**config.mk**
```make
export PLATFORM = sky130hd
export DESIGN_NAME = wisard_frame_serializer_flat
export DESIGN_NICKNAME = d
export VERILOG_FILES = /design/src/rtl/wisard_frame_serializer_if.sv /design/src/rtl/wisard_frame_serializer.sv /design/src/flat_wrapper.sv
export SDC_FILE = /design/constraint.sdc
export NUM_CORES = 2
export LEC_CHECK = 0
export BUFFER_PORTS_ARGS = -buffer_cell sky130_fd_sc_hd__buf_2
export CAP_MARGIN = 20
export CORE_MARGIN = 2
export CORE_UTILIZATION = 35
export CTS_CLUSTER_SIZE = 30
export DETAILED_ROUTE_END_ITERATION = 6
export SYNTH_ARGS = -nofsm -noshare
export SYNTH_HDL_FRONTEND = slang
export SYNTH_SLANG_ARGS = --single-unit
```
**constraint.sdc**
```tcl
create_clock -name clk -period 8 [get_ports clk]
set_clock_uncertainty 0.2 [all_clocks]
set_input_delay 1.6 -clock clk [delete_from_list [all_inputs] [get_ports clk]]
set_output_delay 1.6 -clock clk [all_outputs]
set_load 0.01 [all_outputs]
```
**src/rtl/wisard_frame_serializer_if.sv**
```systemverilog
// rtl/wisard_frame_serializer_if.sv - input word stream and output burst bundle for the wisard frame serializer
//
// Input stream : in_valid/in_ready handshake carrying in_addr, with in_last closing a frame.
// Output burst : sop/sink_valid/eop framed addr words tagged with their RAM index.
// slave  modport: serializer side (consumes the input stream, drives the burst).
// master modport: source/sink side (drives the input stream, observes the burst).
interface wisard_frame_serializer_if #(
  parameter int ADDRESS_WIDTH = 8,
  parameter int INDEX_WIDTH   = 7
);
  logic                     in_valid;
  logic                     in_ready;
  logic [ADDRESS_WIDTH-1:0] in_addr;
  logic                     in_last;
  logic                     sop;
  logic                     sink_valid;
  logic                     eop;
  logic [ADDRESS_WIDTH-1:0] addr;
  logic [INDEX_WIDTH-1:0]   index;

  modport slave (
    input  in_valid, in_addr, in_last,
    output in_ready, sop, sink_valid, eop, addr, index
  );

  modport master (
    output in_valid, in_addr, in_last,
    input  in_ready, sop, sink_valid, eop, addr, index
  );
endinterface

```
**src/rtl/wisard_frame_serializer.sv**
```systemverilog
// rtl/wisard_frame_serializer.sv - ping-pong frame buffer replaying address frames as gap-free bursts
//
// Ports:
//   clk       : single rising-edge clock
//   rst_n     : asynchronous active-low reset, discards all buffered data
//   bus       : slave side of wisard_frame_serializer_if (input stream + output burst)
//   frame_err : one-cycle pulse when a frame ends early or its final word lacks in_last
//   busy      : a bank holds a committed frame or a burst is in progress
module wisard_frame_serializer #(
  parameter int ADDRESS_WIDTH = 8,
  parameter int INDEX_WIDTH   = 7,
  parameter int N_RAMS        = 98,
  parameter int GAP_CYCLES    = 0
) (
  input  logic                        clk,
  input  logic                        rst_n,
  wisard_frame_serializer_if.slave    bus,
  output logic                        frame_err,
  output logic                        busy
);

  localparam int CW = (N_RAMS > 1) ? $clog2(N_RAMS) : 1;
  localparam int GW = (GAP_CYCLES > 0) ? $clog2(GAP_CYCLES + 1) : 1;
  localparam logic [CW-1:0] LAST_CNT = CW'(N_RAMS - 1);
  localparam logic [GW-1:0] GAP_LAST = GW'((GAP_CYCLES > 0) ? GAP_CYCLES - 1 : 0);

  typedef enum logic [1:0] {S_IDLE, S_BURST, S_GAP} state_t;

  logic [ADDRESS_WIDTH-1:0] r_mem [2][N_RAMS];

  state_t                   r_state,     w_state_nxt;
  logic [1:0]               r_full,      w_full_nxt;
  logic                     r_wr_bank,   w_wr_bank_nxt;
  logic [CW-1:0]            r_wr_cnt,    w_wr_cnt_nxt;
  logic                     r_rd_bank,   w_rd_bank_nxt;
  logic [CW-1:0]            r_rd_cnt,    w_rd_cnt_nxt;
  logic [GW-1:0]            r_gap_cnt,   w_gap_cnt_nxt;
  logic                     r_in_ready;
  logic                     r_sop,       w_sop_nxt;
  logic                     r_valid,     w_valid_nxt;
  logic                     r_eop,       w_eop_nxt;
  logic [ADDRESS_WIDTH-1:0] r_addr,      w_addr_nxt;
  logic                     r_frame_err, w_err_nxt;
  logic                     w_acc;
  logic                     w_start;

  assign w_acc = bus.in_valid & r_in_ready;

  // Frame storage carries no reset: validity lives entirely in r_full.
  always_ff @(posedge clk) begin
    if (w_acc) r_mem[r_wr_bank][r_wr_cnt] <= bus.in_addr;
  end

  always_comb begin
    w_full_nxt    = r_full;
    w_wr_bank_nxt = r_wr_bank;
    w_wr_cnt_nxt  = r_wr_cnt;
    w_err_nxt     = 1'b0;
    w_state_nxt   = r_state;
    w_rd_bank_nxt = r_rd_bank;
    w_rd_cnt_nxt  = '0;
    w_gap_cnt_nxt = r_gap_cnt;
    w_sop_nxt     = 1'b0;
    w_valid_nxt   = 1'b0;
    w_eop_nxt     = 1'b0;
    w_addr_nxt    = '0;
    w_start       = 1'b0;

    // Write side: the word count alone decides the frame boundary; in_last only
    // cuts a frame short (discard) or flags a missing terminator (kept).
    if (w_acc) begin
      if (r_wr_cnt == LAST_CNT) begin
        w_full_nxt[r_wr_bank] = 1'b1;
        w_wr_cnt_nxt          = '0;
        w_wr_bank_nxt         = ~r_wr_bank;
        w_err_nxt             = ~bus.in_last;
      end else if (bus.in_last) begin
        w_wr_cnt_nxt = '0;
        w_err_nxt    = 1'b1;
      end else begin
        w_wr_cnt_nxt = r_wr_cnt + CW'(1);
      end
    end

    // Read side: the registered outputs always show word r_rd_cnt of r_rd_bank.
    case (r_state)
      S_IDLE: w_start = r_full[r_rd_bank];
      S_BURST: begin
        if (r_rd_cnt == LAST_CNT) begin
          // eop cycle ends here: release the bank; the write side may commit the
          // other bank on this same edge since it never targets a full bank.
          w_full_nxt[r_rd_bank] = 1'b0;
          w_rd_bank_nxt         = ~r_rd_bank;
          if (GAP_CYCLES > 0) begin
            w_state_nxt   = S_GAP;
            w_gap_cnt_nxt = '0;
          end else begin
            w_state_nxt = S_IDLE;
            w_start     = r_full[~r_rd_bank];
          end
        end else begin
          w_rd_cnt_nxt = r_rd_cnt + CW'(1);
          w_valid_nxt  = 1'b1;
          w_eop_nxt    = (w_rd_cnt_nxt == LAST_CNT);
          w_addr_nxt   = r_mem[r_rd_bank][w_rd_cnt_nxt];
        end
      end
      S_GAP: begin
        // Leaving straight into a burst keeps the idle run at exactly GAP_CYCLES.
        if (r_gap_cnt == GAP_LAST) begin
          w_state_nxt = S_IDLE;
          w_start     = r_full[r_rd_bank];
        end else begin
          w_gap_cnt_nxt = r_gap_cnt + GW'(1);
        end
      end
      default: w_state_nxt = S_IDLE;
    endcase

    if (w_start) begin
      w_state_nxt  = S_BURST;
      w_rd_cnt_nxt = '0;
      w_sop_nxt    = 1'b1;
      w_valid_nxt  = 1'b1;
      w_addr_nxt   = r_mem[w_rd_bank_nxt][0];
    end
  end

  always_ff @(posedge clk or negedge rst_n) begin
    if (!rst_n) begin
      r_state     <= S_IDLE;
      r_full      <= '0;
      r_wr_bank   <= 1'b0;
      r_wr_cnt    <= '0;
      r_rd_bank   <= 1'b0;
      r_rd_cnt    <= '0;
      r_gap_cnt   <= '0;
      r_in_ready  <= 1'b0;
      r_sop       <= 1'b0;
      r_valid     <= 1'b0;
      r_eop       <= 1'b0;
      r_addr      <= '0;
      r_frame_err <= 1'b0;
    end else begin
      r_state     <= w_state_nxt;
      r_full      <= w_full_nxt;
      r_wr_bank   <= w_wr_bank_nxt;
      r_wr_cnt    <= w_wr_cnt_nxt;
      r_rd_bank   <= w_rd_bank_nxt;
      r_rd_cnt    <= w_rd_cnt_nxt;
      r_gap_cnt   <= w_gap_cnt_nxt;
      r_in_ready  <= ~w_full_nxt[w_wr_bank_nxt];
      r_sop       <= w_sop_nxt;
      r_valid     <= w_valid_nxt;
      r_eop       <= w_eop_nxt;
      r_addr      <= w_addr_nxt;
      r_frame_err <= w_err_nxt;
    end
  end

  assign bus.in_ready   = r_in_ready;
  assign bus.sop        = r_sop;
  assign bus.sink_valid = r_valid;
  assign bus.eop        = r_eop;
  assign bus.addr       = r_addr;
  assign bus.index      = INDEX_WIDTH'(r_rd_cnt);
  assign frame_err      = r_frame_err;
  assign busy           = (|r_full) | (r_state == S_BURST);

endmodule
```
**src/flat_wrapper.sv**
```systemverilog
// flat-port wrapper written by rule: the top's interface ports become plain ports
module wisard_frame_serializer_flat 
#(
  parameter int ADDRESS_WIDTH = 8,
  parameter int INDEX_WIDTH   = 7,
  parameter int N_RAMS        = 98,
  parameter int GAP_CYCLES    = 0
)
  (clk, rst_n, frame_err, busy, bus_in_valid, bus_in_addr, bus_in_last, bus_in_ready, bus_sop, bus_sink_valid, bus_eop, bus_addr, bus_index);
  wisard_frame_serializer_if #(.ADDRESS_WIDTH(ADDRESS_WIDTH), .INDEX_WIDTH(INDEX_WIDTH)) bus_i ();
  input  logic clk;
  input  logic rst_n;
  output logic frame_err;
  output logic busy;
  input wire logic [$bits(bus_i.in_valid)-1:0] bus_in_valid;
  input wire logic [$bits(bus_i.in_addr)-1:0] bus_in_addr;
  input wire logic [$bits(bus_i.in_last)-1:0] bus_in_last;
  output wire logic [$bits(bus_i.in_ready)-1:0] bus_in_ready;
  output wire logic [$bits(bus_i.sop)-1:0] bus_sop;
  output wire logic [$bits(bus_i.sink_valid)-1:0] bus_sink_valid;
  output wire logic [$bits(bus_i.eop)-1:0] bus_eop;
  output wire logic [$bits(bus_i.addr)-1:0] bus_addr;
  output wire logic [$bits(bus_i.index)-1:0] bus_index;
  assign bus_i.in_valid = bus_in_valid;
  assign bus_i.in_addr = bus_in_addr;
  assign bus_i.in_last = bus_in_last;
  assign bus_in_ready = bus_i.in_ready;
  assign bus_sop = bus_i.sop;
  assign bus_sink_valid = bus_i.sink_valid;
  assign bus_eop = bus_i.eop;
  assign bus_addr = bus_i.addr;
  assign bus_index = bus_i.index;
  wisard_frame_serializer #(.ADDRESS_WIDTH(ADDRESS_WIDTH), .INDEX_WIDTH(INDEX_WIDTH), .N_RAMS(N_RAMS), .GAP_CYCLES(GAP_CYCLES)) u_core (.clk(clk), .rst_n(rst_n), .bus(bus_i), .frame_err(frame_err), .busy(busy));
endmodule
```
# [Word level (Yosys, flattened, before mapping)]
# Memories as Yosys holds them, arrays and structs flattened.
# Cells that the tools add are included.
[word_totals] mem_count=1 ramBits=1568 word_cells=101 output_inout_bits=21 ff_bits=34
[memory_table] name="u_core.r_mem" depth=2 word_bits=784 read_ports=2 rd_ports_with_merged_regs=0 write_ports=1 line="wisard_frame_serializer.sv:29" rtl="logic [ADDRESS_WIDTH-1:0] r_mem [2][N_RAMS];"
[op_classes] n_bitwise=11 muxes=50 n_lt_le_gt_ge=9 n_eq_ne=8 n_reduce_logical=6 addsub=3
[ops] cell="784-bit 2-to-1 mux" count=1
[ops] cell="8-bit binary-select mux with 7-bit select" count=1
[ops] cell="8-bit demux with 7-bit select" count=1
[ops] cell="8-bit 2-to-1 mux" count=6
[ops] cell="7-bit 2-to-1 mux" count=5
[ops] cell="1-bit 2-to-1 mux" count=25
[ops] cell="7-bit equality test (second input constant)" count=3
[ops] cell="8-bit >= comparator (second input constant)" count=2
[ops] cell="7-bit inverter with 8-bit output" count=2
[ops] cell="7-bit by 1-bit adder with 7-bit output (second input constant)" count=2
[ops] cell="2-bit 2-to-1 mux" count=7
[ops] cell="1-bit by 2-bit < comparator with 1-bit output (second input constant)" count=4
[ops] cell="8-bit by 1-bit < comparator with 1-bit output (second input constant)" count=1
[ops] cell="2-bit one-hot mux with 3 select lines" count=1
[ops] cell="1-bit inverter" count=4
[ops] cell="1-bit logical AND" count=3
[ops] cell="3-bit by 1-bit inequality test with 1-bit output (second input constant)" count=1
[ops] cell="3-bit inequality test (second input constant)" count=1
[ops] cell="1-bit one-hot mux with 3 select lines" count=1
[ops] cell="3-bit AND reduction" count=1
[ops] cell="2-bit bitwise AND" count=1
[ops] cell="1-bit demux with 1-bit select" count=2
[ops] cell="2-bit by 1-bit equality test with 1-bit output (second input constant)" count=1
[ops] cell="2-bit equality test (second input constant)" count=1
[ops] cell="9 further kinds" count=10

# [Longest topological paths before layout]
[depth] ltp_word=13 ltp_mapped=16 depth_no_buf=9

# [Least setup slack after synthesis]
# OpenSTA, ideal clock, no wires.
[synth_path] kind="register to register" start="register u_core.r_rd_cnt[0] (netlist: u_core.bus.index[0])" end="register u_core.r_addr[6] (netlist: u_core.bus.addr[6])" setup_time_ns=0.146 t_required_ns=7.654 period_less_slack_ns=3.537 n_path_buf=7 path_stages_with_launch=15 t_arrival_ns=3.191 setup_slack_ns=4.463 path_cell_list="dfrtp_1 buf_4 buf_6 inv_2 buf_1 ha_1 buf_2 clkinv_1 buf_2 clkbuf_1 clkbuf_1 nand4_1 and3_1 o41ai_1 o2111ai_1"
[synth_between] elab_chain_len=8 word_cells_on_any_way=14
[synth_lines] item="from (decl)" line="wisard_frame_serializer.sv:36" rtl="logic [CW-1:0] r_rd_cnt, w_rd_cnt_nxt;"
[synth_lines] item="from (signal assigned)" line="wisard_frame_serializer.sv:150" rtl="r_rd_cnt <= w_rd_cnt_nxt;"
[synth_lines] item="7-bit by 1-bit adder with 7-bit output" line="wisard_frame_serializer.sv:102" rtl="w_rd_cnt_nxt = r_rd_cnt + CW'(1);"
[synth_lines] item="7-bit inverter with 8-bit output (implied by the code)" line="wisard_frame_serializer.sv:105" rtl="w_addr_nxt = r_mem[r_rd_bank][w_rd_cnt_nxt];"
[synth_lines] item="8-bit binary-select mux with 7-bit select" line="wisard_frame_serializer.sv:105"
[synth_lines] item="8-bit 2-to-1 mux (implied by the code) (2 in a row)" line="wisard_frame_serializer.sv:105"
[synth_lines] item="8-bit 2-to-1 mux" line="wisard_frame_serializer.sv:89" rtl="if (r_rd_cnt == LAST_CNT) begin"
[synth_lines] item="8-bit 2-to-1 mux" line="wisard_frame_serializer.sv:86" rtl="case (r_state)"
[synth_lines] item="8-bit 2-to-1 mux *" line="wisard_frame_serializer.sv:120" rtl="if (w_start) begin"
[synth_lines] item="via u_core.w_addr_nxt[6]" line="wisard_frame_serializer.sv:42" rtl="logic [ADDRESS_WIDTH-1:0] r_addr, w_addr_nxt;"
[synth_lines] item="to (signal assigned)" line="wisard_frame_serializer.sv:156" rtl="r_addr <= w_addr_nxt;"
[synth_lines] item="to (decl)" line="wisard_frame_serializer.sv:42"
# Mark *: on every way through the listed nets, which the timed path passes. The rest lies on a longest branch. The select of a mux whose other input is x is not followed.
# A chain may end at the register's enable or synchronous reset.

# [Final worst setup path]
[layout_path] start="register u_core.r_rd_cnt[0] (netlist: u_core.bus.index[0])" end="register u_core.r_addr[7] (netlist: u_core.bus.addr[7])"
# Same word-level chain as after synthesis.

==> metrics.csv <==
stage,metric,value,unit
floorplan,core_area,0.179,mm²
setup_path,end_kind,register,
power_and_ir_drop,ir_drop,0.219,mV
power_and_ir_drop,power_frac_seq,54.6,%
logic_synthesis,seq_area_frac_synth,75.7,%
clock_network,root_buffer,clkbuf_16,
clock_network,cts_tree,built,
power_and_ir_drop,power.share.clock,44.0,%
grt,grt_use_total,17.9,%
detailed_routing,wl,167000,µm
placement,io_buffers,32,
detailed_routing,wl_per_cell,29.5,µm
detailed_routing,drc,0,
floorplan,die_h,429,µm
final_layout,syn2layout_area_growth,12.3,%
grt,grt_max_degree,128,
logic_synthesis,syn-cell-area,0.0632,mm²
detailed_routing,ant_nets,0,
clock_network,postCtsSetupRepairBufs,0,
sta,hold_viol_final,0,
sta,finalMaxSlewViolations,0,
detailed_routing,firstDrtPassIters,6,
sta,period_needed,5.13,ns
logic_synthesis,synth-edff-count,1568,
sta,period_share,64.2,%
floorplan,dieArea,0.184,mm²
grt,grt_overflow,0,
clock_network,h-tree-depth,4,
power_and_ir_drop,p_per_area,238,mW/mm²
clock_network,worstSkewPairLatency,0.82,ns
placement,gp_congestion,0.863,
setup_path,worst_ep_required_time,8.45,ns
logic_synthesis,synthArstFlopShare,2.00,%
detailed_routing,vias,31700,
setup_path,worstPathArrival,5.58,ns
sta,rsz0062_at_grt,false,
power_and_ir_drop,power.switching,3.47,mW
outcome,status,finished clean,
sta,fmax,195,MHz
logic_synthesis,yosysUniqueCellTypes,78,
power_and_ir_drop,power.internal,13.4,mW
job,drv_cap,0,
final_layout,nets,3194,
clock_network,clock-sinks,1600,
logic_synthesis,synthesis.nets,3113,
final_layout,layout-drive-gt1-share,20.6,%
clock_network,cts_buffer_depth,3,
power_and_ir_drop,pwr-share-comb,1.4,%
detailed_routing,viasPerCell,5.60,
clock_network,postCtsHoldBufs,0,
sta,slew_headroom,18.4,%
grt,grt_pass1_vias,31300,
grt,grt_pass1_wl,237000,µm
logic_synthesis,ys.flop_type,edfxtp_1,
logic_synthesis,syn_inst,3096,
clock_network,cts_buffers,165,
final_layout,diodes,0,
power_and_ir_drop,leakagePower,21.3,nW
logic_synthesis,ys_ff_latch,1600,
logic_synthesis,syn_area_per_cell,20.4,µm²
floorplan,io_pins,33,
sta,tightestPinTransition,1.22,ns
worst_hold_path,hp-class,register to register,
logic_synthesis,yosys_warnings,0,
grt,antenna_found_initial,0,
floorplan,die_w,429,µm
placement,dp.cells,5363,
final_layout,fin_cells,5664,
setup_path,critPathMaxFanout,50,
detailed_routing,drt-initial-drc-count,3899,
sta,setup_viol,0,
setup_path,critPathKind,register to register,
floorplan,initial_core_util,35.3,%
clock_network,cts.repair.resized,0,
clock_network,clk_pin_slew_worst_paths,0.06,ns
placement,hpwl,99300,µm
setup_path,startpoint_type,register,
sta,finalSetupTns,0,ns
floorplan,row_count,155,
power_and_ir_drop,switching_share,20.5,%
## cell families (layout without fill, tap and decap cells)
kind of cell,Yosys count,count (layout),synth area share [%]
muxes,526,526,15.6
xor gates and xnor gates,13,13,0.216
adders and majority gates,5,5,0.0990
DFF,1600,1600,75.7
buffers and inverters,187,400,1.99
and+or+nand+nor,495,495,3.36
AOI/OAI and AO/OA,270,270,2.97
## area by class of cell
| cell class | count | area, µm² |
|---|---|---|
| flip-flops and latches | 1600 | 47900 |
| clock buffers | 213 | 4370 |
| multi-input cells | 1309 | 14200 |
| repair buffers | 88 | 722 |
| clock inverters | 86 | 820 |
| fillers | 15800 | 108000 |
| well taps | 2355 | 2950 |
| inverters | 13 | 51.3 |
## cells in the mapped netlist, drive strengths merged (3+ instances only)
cell type / n / area share, %
ha: 5 / 0.099
dfrtp: 32 / 1.3
o41ai: 5 / 0.069
o22ai: 8 / 0.079
a221oi: 9 / 0.12
a32o: 3 / 0.048
mux2i: 156 / 2.5
buf: 110 / 1.5
nor3: 15 / 0.12
nand2b: 4 / 0.040
or2: 6 / 0.059
xnor2: 10 / 0.15
a21oi: 32 / 0.26
nand3: 39 / 0.31
nor4: 4 / 0.040
a211oi: 12 / 0.15
nor2b: 13 / 0.13
and2: 5 / 0.049
nor2: 240 / 1.4
a21o: 4 / 0.048
a2111oi: 6 / 0.083
xor2: 3 / 0.065
o311ai: 5 / 0.069
a311oi: 3 / 0.042
o31ai: 5 / 0.059
a31oi: 14 / 0.14
and3: 9 / 0.089
nand3b: 3 / 0.036
nand2: 129 / 0.77
edfxtp: 1568 / 74
o22a: 10 / 0.14
a22oi: 57 / 0.68
mux4: 361 / 13
clkbuf: 64 / 0.40
o211ai: 4 / 0.048
nand4: 11 / 0.11
or3: 12 / 0.12
mux2: 9 / 0.16
o2111ai: 6 / 0.083
o21ai: 61 / 0.48
inv: 12 / 0.071
## placed cells by master (no fill, tap or decap), types with 10 or more instances in the layout
cell,netlist,final
edfxtp_1,1568,1568
mux4_2,340,340
nor2_1,240,235
clkbuf_16,0,167
mux2i_1,156,156
nand2_1,129,129
a22oi_1,57,57
o21ai_0,53,53
buf_4,21,46
clkbuf_1,63,44
nand3_1,39,39
clkinv_1,1,37
a21oi_1,31,30
dfrtp_1,32,30
buf_2,35,25
mux4_1,21,21
clkinv_2,0,17
nor3_1,15,14
a31oi_1,14,14
nor2b_1,13,12
or3_1,12,12
inv_1,11,11
a211oi_1,11,11
nand4_1,11,11
o22a_1,10,10
bufinv_16,0,10
## critical path, cell delays in order (launching register included)
cell and delay, ns:
dfrtp_4 0.71, inv_2 0.11, ha_4 0.80, inv_4 0.47, nor2_2 1.04, a211oi_1 0.18, o2bb2ai_1 0.20, a2111oi_1 0.09
clkdlybuf4s18_2 0.28, buf_4 0.14, o41ai_1 0.46, nand3_1 0.13
## final timing paths
path	cells after the start	slack [ns]	end	from
max	11	2.87	u_core.bus.addr[7]	u_core.bus.index[0]
min	1	0.36	u_core.r_full[0]	u_core.r_full[0]
max reg2reg	11	2.87	u_core.bus.addr[7]	u_core.bus.index[0]
min reg2reg	1	0.36	u_core.r_full[0]	u_core.r_full[0]
max in group asynchronous	1	6.12	u_core.bus.index[0]	rst_n
min in group asynchronous	1	0.74	u_core.bus.sink_valid	rst_n
## metal layers
| metal | routed length, µm | track usage, % |
|---|---|---|
| met5 | 0 | 0 |
| met1 | 69600 | 25.0 |
| met3 | 13400 | 3.72 |
| met2 | 79700 | 28.2 |
| met4 | 4230 | 5.32 |
## power by group through the flow
stage / clock network, mW / logic, mW / registers [mW]
after global routing: 7.87 / 0.250 / 9.22
after detailed placement: 0 / 0.237 / 9.40
after global placement: 0 / 0.229 / 9.40
final: 7.45 / 0.237 / 9.23
after floorplan: 0 / 0.0427 / 9.40
after CTS: 7.56 / 0.236 / 9.22
## per-stage QoR
step | hold WS (ns) | worst slack [ns] | instance area, µm² | util, % | power (mW)
3_3_place_gp | 0.345 | 2.53 | 65800 | 36.7 | 9.63
3_5_place_dp | 0.342 | 2.89 | 65800 | 36.7 | 9.64
5_1_grt | 0.385 | 2.80 | 71000 | 39.7 | 17.3
6_report | 0.361 | 2.87 | 71000 | 39.7 | 16.9
4_1_cts | 0.355 | 3.01 | 71000 | 39.6 | 17.0
2_1_floorplan | 0.306 | 4.46 | 63200 | - | 9.44
## state kept, by name, summed over array words and instances (netlist names), 2 cells and up
name	cells
u_core.r_mem	1568
u_core.bus.index	7
u_core.bus.addr	8
u_core.r_wr_cnt	7
u_core.r_full	2
(Power assumes the default switching activity.)
